### config.mk
export PLATFORM = sky130hd
export DESIGN_NAME = mips_multicycle_controller
export DESIGN_NICKNAME = d
export VERILOG_FILES = /design/src/rtl/mips_multicycle_controller.sv
export SDC_FILE = /design/constraint.sdc
export NUM_CORES = 1
export LEC_CHECK = 0
export CAP_MARGIN = 10
export CORE_AREA = 3 3 54 51
export CTS_CLUSTER_DIAMETER = 30
export CTS_CLUSTER_SIZE = 12
export DETAILED_ROUTE_END_ITERATION = 10
export DIE_AREA = 0 0 57 54
export HOLD_SLACK_MARGIN = 0.1
export PLACE_DENSITY = 0.75
export SYNTH_ARGS = -nofsm -noshare
export SYNTH_HDL_FRONTEND = slang
export SYNTH_SLANG_ARGS = --single-unit
### constraint.sdc
create_clock -name clk -period 1.64 [get_ports clk]
set_input_delay 0.328 -clock clk [delete_from_list [all_inputs] [get_ports clk]]
set_output_delay 0.328 -clock clk [all_outputs]
set_load 0.02 [all_outputs]
### src/rtl/mips_multicycle_controller.sv
// Multicycle MIPS main controller: sequences each instruction over 3-5 cycles
// and drives datapath enables/mux selects; memory accesses stall on mem_ready.
module mips_multicycle_controller #(
  parameter int OP_W         = 6,
  parameter bit EN_BNE       = 1'b1,
  parameter bit EN_LOGIC_IMM = 1'b1
) (
  input  logic            clk,
  input  logic            rst,
  input  logic [OP_W-1:0] Op,
  input  logic            mem_ready,
  output logic            IorD,
  output logic            MemWrite,
  output logic            IRWrite,
  output logic            RegDst,
  output logic            MemtoReg,
  output logic            RegWrite,
  output logic            ALUSrcA,
  output logic [1:0]      ALUSrcB,
  output logic [1:0]      ALUOp,
  output logic [1:0]      ImmSel,
  output logic            ZeroExt,
  output logic [1:0]      PCSrc,
  output logic            PCWrite,
  output logic            Branch,
  output logic            BranchNe,
  output logic            illegal_op,
  output logic [3:0]      state_o
);

  typedef enum logic [3:0] {
    FETCH = 4'd0, DECODE = 4'd1, MEMADR = 4'd2, MEMRD = 4'd3,
    MEMWB = 4'd4, MEMWR = 4'd5, EXEC = 4'd6, ALUWB = 4'd7,
    BRANCH = 4'd8, IEXEC = 4'd9, IWB = 4'd10, JUMP = 4'd11
  } state_t;

  localparam logic [OP_W-1:0] OP_R    = OP_W'(6'b000000);
  localparam logic [OP_W-1:0] OP_LW   = OP_W'(6'b100011);
  localparam logic [OP_W-1:0] OP_SW   = OP_W'(6'b101011);
  localparam logic [OP_W-1:0] OP_BEQ  = OP_W'(6'b000100);
  localparam logic [OP_W-1:0] OP_BNE  = OP_W'(6'b000101);
  localparam logic [OP_W-1:0] OP_ADDI = OP_W'(6'b001000);
  localparam logic [OP_W-1:0] OP_ANDI = OP_W'(6'b001100);
  localparam logic [OP_W-1:0] OP_ORI  = OP_W'(6'b001101);
  localparam logic [OP_W-1:0] OP_SLTI = OP_W'(6'b001010);
  localparam logic [OP_W-1:0] OP_J    = OP_W'(6'b000010);

  state_t          state, next;
  logic [OP_W-1:0] op_q;
  logic            is_logic_imm;

  assign is_logic_imm = EN_LOGIC_IMM && (Op == OP_ANDI || Op == OP_ORI || Op == OP_SLTI);
  assign state_o      = state;

  always_ff @(posedge clk or posedge rst) begin
    if (rst) begin
      state <= FETCH;
      op_q  <= '0;
    end else begin
      state <= next;
      if (state == DECODE) op_q <= Op;
    end
  end

  always_comb begin
    next       = state;
    IorD       = 1'b0;
    MemWrite   = 1'b0;
    IRWrite    = 1'b0;
    RegDst     = 1'b0;
    MemtoReg   = 1'b0;
    RegWrite   = 1'b0;
    ALUSrcA    = 1'b0;
    ALUSrcB    = 2'b00;
    ALUOp      = 2'b00;
    ImmSel     = 2'b00;
    ZeroExt    = 1'b0;
    PCSrc      = 2'b00;
    PCWrite    = 1'b0;
    Branch     = 1'b0;
    BranchNe   = 1'b0;
    illegal_op = 1'b0;
    // Holding everything at default while rst is high keeps an abandoned
    // instruction from issuing any write during the reset window.
    if (!rst) begin
      case (state)
        FETCH: begin
          ALUSrcB = 2'b01;
          IRWrite = mem_ready;
          PCWrite = mem_ready;
          if (mem_ready) next = DECODE;
        end
        DECODE: begin
          ALUSrcB = 2'b11;
          if (Op == OP_R)                             next = EXEC;
          else if (Op == OP_LW || Op == OP_SW)        next = MEMADR;
          else if (Op == OP_BEQ || (EN_BNE && Op == OP_BNE)) next = BRANCH;
          else if (Op == OP_ADDI || is_logic_imm)     next = IEXEC;
          else if (Op == OP_J)                        next = JUMP;
          else begin
            illegal_op = 1'b1;
            next       = FETCH;
          end
        end
        MEMADR: begin
          ALUSrcA = 1'b1;
          ALUSrcB = 2'b10;
          next    = (op_q == OP_LW) ? MEMRD : MEMWR;
        end
        MEMRD: begin
          IorD = 1'b1;
          if (mem_ready) next = MEMWB;
        end
        MEMWB: begin
          MemtoReg = 1'b1;
          RegWrite = 1'b1;
          next     = FETCH;
        end
        MEMWR: begin
          IorD     = 1'b1;
          MemWrite = 1'b1;
          if (mem_ready) next = FETCH;
        end
        EXEC: begin
          ALUSrcA = 1'b1;
          ALUOp   = 2'b10;
          next    = ALUWB;
        end
        ALUWB: begin
          RegDst   = 1'b1;
          RegWrite = 1'b1;
          next     = FETCH;
        end
        BRANCH: begin
          ALUSrcA  = 1'b1;
          ALUOp    = 2'b01;
          PCSrc    = 2'b01;
          Branch   = (op_q == OP_BEQ);
          BranchNe = EN_BNE && (op_q == OP_BNE);
          next     = FETCH;
        end
        IEXEC: begin
          ALUSrcA = 1'b1;
          ALUSrcB = 2'b10;
          next    = IWB;
          if (EN_LOGIC_IMM) begin
            case (op_q)
              OP_ANDI: begin ALUOp = 2'b11; ImmSel = 2'b01; ZeroExt = 1'b1; end
              OP_ORI:  begin ALUOp = 2'b11; ImmSel = 2'b10; ZeroExt = 1'b1; end
              OP_SLTI: begin ALUOp = 2'b11; ImmSel = 2'b11; end
              default: ALUOp = 2'b00;
            endcase
          end
        end
        IWB: begin
          RegWrite = 1'b1;
          next     = FETCH;
        end
        JUMP: begin
          PCSrc   = 2'b10;
          PCWrite = 1'b1;
          next    = FETCH;
        end
        default: next = FETCH;
      endcase
    end
  end

endmodule

# After elaboration in Yosys (flattened, before gate mapping)
# Cells that the tools add are included.
# totals
ramBits	0
in_bits	9
register_bits	10
n_memories	0
mem_bits_ro	0
latch_bits	0
# op_classes
n_eq_ne	29
reduce_logical	14
n_addsub	0
multipliers	0
div_mod_pow	0
n_lt_le_gt_ge	0
shift	0
muxes	50
bitwise	1
# ops
operator	n
$eq 6x4->1 const B	7
$mux 4	8
$mux 1	29
$pmux 4 s7	1
$eq 6x3->1 const B	4
$eq 6x6->1 const B	3
$pmux 2 s3	3
$eq 4x3->1 const B	4
$eq 4x4->1 const B	4
$mux 2	6
$eq 4x2->1 const B	2
$eq 6x2->1 const B	1
$logic_not 6->1	1
$ne 2x2->1 const B	3
$reduce_or 2->1	3
$reduce_or 3->1	2
$logic_or 1x1->1	5
$eq 4x1->1 const B	1
$logic_not 4->1	1
$pmux 2 s2	1
$reduce_and 4->1	1
$reduce_or 4->1	1
$mux 3	1
$pmux 1 s2	1
$not 1->1	1

# Depth between registers and ports, before layout
# logic_depth
word_depth	10
mapped_depth	5
ltp_nobuf	4

# Worst setup path after synthesis
# No wires, ideal clock.
# synth_timing
path_type	register to output
start	reg state[1], in the netlist state_o[1]
end	out illegal_op
path_stages_with_launch	6
n_path_buf	1
arrival_time_ns	1.971
required_time_ns	1.312
setup_slack_ns	-0.659
path_cell_list	dfrtp_1 > buf_2 > or2_2 > nor3_1 > o311ai_0 > nor2_1
# synth_between
elab_chain_len	3
# synth_rtl
element	line_no	text
start: declaration	48	state_t state, next;
start signal: assignment	60	state <= next;
$eq 4x1->1	86	case (state)
$mux 1	86	
$mux 1	85	if (!rst) begin
end: declaration	27	output logic illegal_op,
# No other way between the ends.

# Worst setup path in the final report
# layout_timing
start	reg state[2], in the netlist state_o[2]
end	out ImmSel[0]
# layout_between
elab_chain_len	3
# layout_rtl
element	line_no	text
$eq 4x4->1	86	
$mux 2	86	
$mux 2	85	
end: declaration	21	output logic [1:0] ImmSel,
# No other way between the ends.

==> metrics.cfg <==
[run_status]
status = finished with violations
violations = negative setup slack

[sta]
slew_headroom_pct = 70.9
setup_ws_ps = -411
fmax_mhz = 488
rsz0062_at_grt = true
worst_pin_slew_ps = 432
finalSetupViolCount = 24
timing.final.max_slew_violations = 0
period_share_pct = 125
tns_ps = -5570
finalCriticalPeriod_ps = 2050
hold_violations = 0
fin_skew_ps = 8.89

[clocking]
clkTransAtPathRegs_ps = 70
clock_latency_ps = 260
cts_tree = yes
cts.sinks = 10
hold_buffers = 0
cts_made_buffers = 3
cts_buffer_depth = 2
cts-root-buf = clkbuf_4
h-tree-depth = 1

[placed_design]
dp_hpwl_um = 2560
dp_slack_ps = -912
gp_congestion = 0.894
placed_cell_area_um2 = 1640
port_buffers = 32

[drt]
drc = 0
ant_nets = 0
drt-initial-drc-count = 49
wl_per_cell_um = 20.7
vias_per_cell = 5.97
wl_um = 4670
num_vias = 1350
dr.pass1.iters = 4

[critical_path]
setup.worst_path.start_class = flop
path_cells = nor4b_4 > nand4_1 > buf_6 > a211oi_4 > buf_6
path_common_cell = buf_6
worstSetupPathType = flop to primary output
critPathMaxFanout = 3
crit_slowest_cell = dfrtp_2
r2r_setup_slack_ps = -130
critPathBufInv = 2
cp.required_ps = 1310
reg2reg_depth = 8
crit-reg2reg-launch = state_o[0]
critPathCaptureType = primary output
max_stage_delay_ps = 450
cp_top_family = simple AND/OR/NAND/NOR gates
r2r_end = state_o[3]
cp.arrival_ps = 1720
cp_num_cells = 5

[synth]
syn_area_per_cell_um2 = 7.99
yosysSeqAreaShare_pct = 29.3
mappedNetlistNets = 116
netlist_area_um2 = 855
yosys.cell_types.count = 36
ys_ff_latch = 10
yosys_warnings = 0
syn_inst = 107

[layout]
layout-drive-gt1-share_pct = 66.8
finalInstanceArea_um2 = 2000
final_cell_mix = 52 x buf_4, 27 x buf_6, 8 x nor2_1, 8 x dfrtp_1, 7 x a21oi_1
nFillCells = 91
final_common_cell = buf_4
final_nets = 209
diodes = 0
syn2layout_area_growth_pct = 134

[grt]
grt_busiest_layer = met2
track_usage_pct = 23.5
grt_pass1_vias = 1226
overflow = 0
antenna_found_initial = 0
use_met2_pct = 48.7
grt_pass1_wl_um = 5510
grt_use_met1_pct = 24.1
use_met3_pct = 3.84
grt_max_degree = 17

[die]
core_um2 = 2200
start_util_pct = 38.8
die_w_um = 57
dieArea_um2 = 3080
ios = 33
rows = 16
die_h_um = 54

[min_path]
min_path_type = input port to asynchronous set/reset pin

[power_and_ir_drop]
ir_drop_mv = 1.35
leakage_uw = 0.000881
power_density_nw_per_um2 = 1790

[flow_run]
cap_violations = 0

## state kept, by name, summed over array words and instances (netlist names)
name / cells
op_q: 6
state_o: 4
## synth_stat cells (all sizes together)
cell,number,share of area [%]
o21bai,2,1.8
nor2,16,7.0
a221oi,1,1.8
xnor2,1,1.0
nor3b,1,0.88
or2,3,2.2
nand2b,7,5.1
buf,3,1.8
o211ai,1,0.88
o31ai,2,1.8
nor4,4,3.7
and4,1,1.0
nor2b,5,3.7
a31oi,1,0.73
dfrtp,10,29
clkbuf,3,1.3
nor3,5,3.5
nand4bb,1,1.3
a32oi,1,1.0
mux2,6,7.9
o311ai,2,2.1
o21ai,2,1.2
a21boi,1,0.88
nand2,4,1.8
a211oi,1,0.88
inv,3,1.3
and3,1,0.73
a21oi,9,5.3
nand4,1,0.73
a2111oi,1,1.0
a211o,2,2.1
nor4b,2,2.1
nand3,3,1.8
or3,1,0.73
## kinds of logic (layout without fill, tap and decap cells)
kind of cell / after synthesis / after routing / synth area share (%)
compound gates: 26 / 26 / 21.2
xor+xnor: 1 / 1 / 1.03
buf+inv: 9 / 101 / 4.39
flops: 10 / 10 / 29.3
mux: 6 / 6 / 7.91
simple gates: 55 / 55 / 36.2
## tightest hold or removal path: cells and delay by family
| kind | cells | cell delay, ps |
|---|---|---|
| buffers and inverters | 4 | 780 |
## cell type report
cell class	count	area [um2]	share of cell area [%]
Timing Repair Buffer	94	851	42.6
Multi-Input combinational cell	88	821	41.1
Sequential cell	10	253	12.7
Clock buffer	4	26.3	1.32
Tap cell	27	33.8	1.69
Inverter	3	11.3	0.564
## worst max path at each step
stage / from / endpoint / slack (ps)
floorplan: state_o[1] / illegal_op / -210
global placement: rst / Branch / -880
detailed placement: rst / ImmSel[1] / -910
CTS: state_o[1] / illegal_op / -340
global route: state_o[2] / ImmSel[0] / -490
finish: state_o[2] / ImmSel[0] / -410
## through the flow
| step | std cells | utilization, % | hold WS (ps) | power (uW) |
|---|---|---|---|---|
| floorplan | 107 | - | 182 | 1580 |
| global placement | 206 | 74.3 | 531 | 2440 |
| detailed placement | 206 | 74.3 | 541 | 2500 |
| CTS | 214 | 80.3 | 451 | 2890 |
| global route | 226 | 90.6 | 540 | 3720 |
| finish | 226 | 90.6 | 529 | 3570 |
## power breakdown
group | total (uW) | internal [uW] | switching, uW
clock network | 175 | 93.7 | 80.8
logic | 2900 | 1490 | 1420
registers | 496 | 375 | 121
## metal layers
layer | routed length [um] | vias to the layer above
met4 | 225 | 0
met1 | 1690 | 660
met3 | 327 | 24
met2 | 2430 | 82
met5 | 0 | -
li1 | - | 584
## repair_timing
item	CTS	global route
setup buffers	5	14
pin swaps	12	7
setup endpoints to repair	31	29
gates resized for setup	141	35
Note: power is estimated with default switching activity, not from simulation.
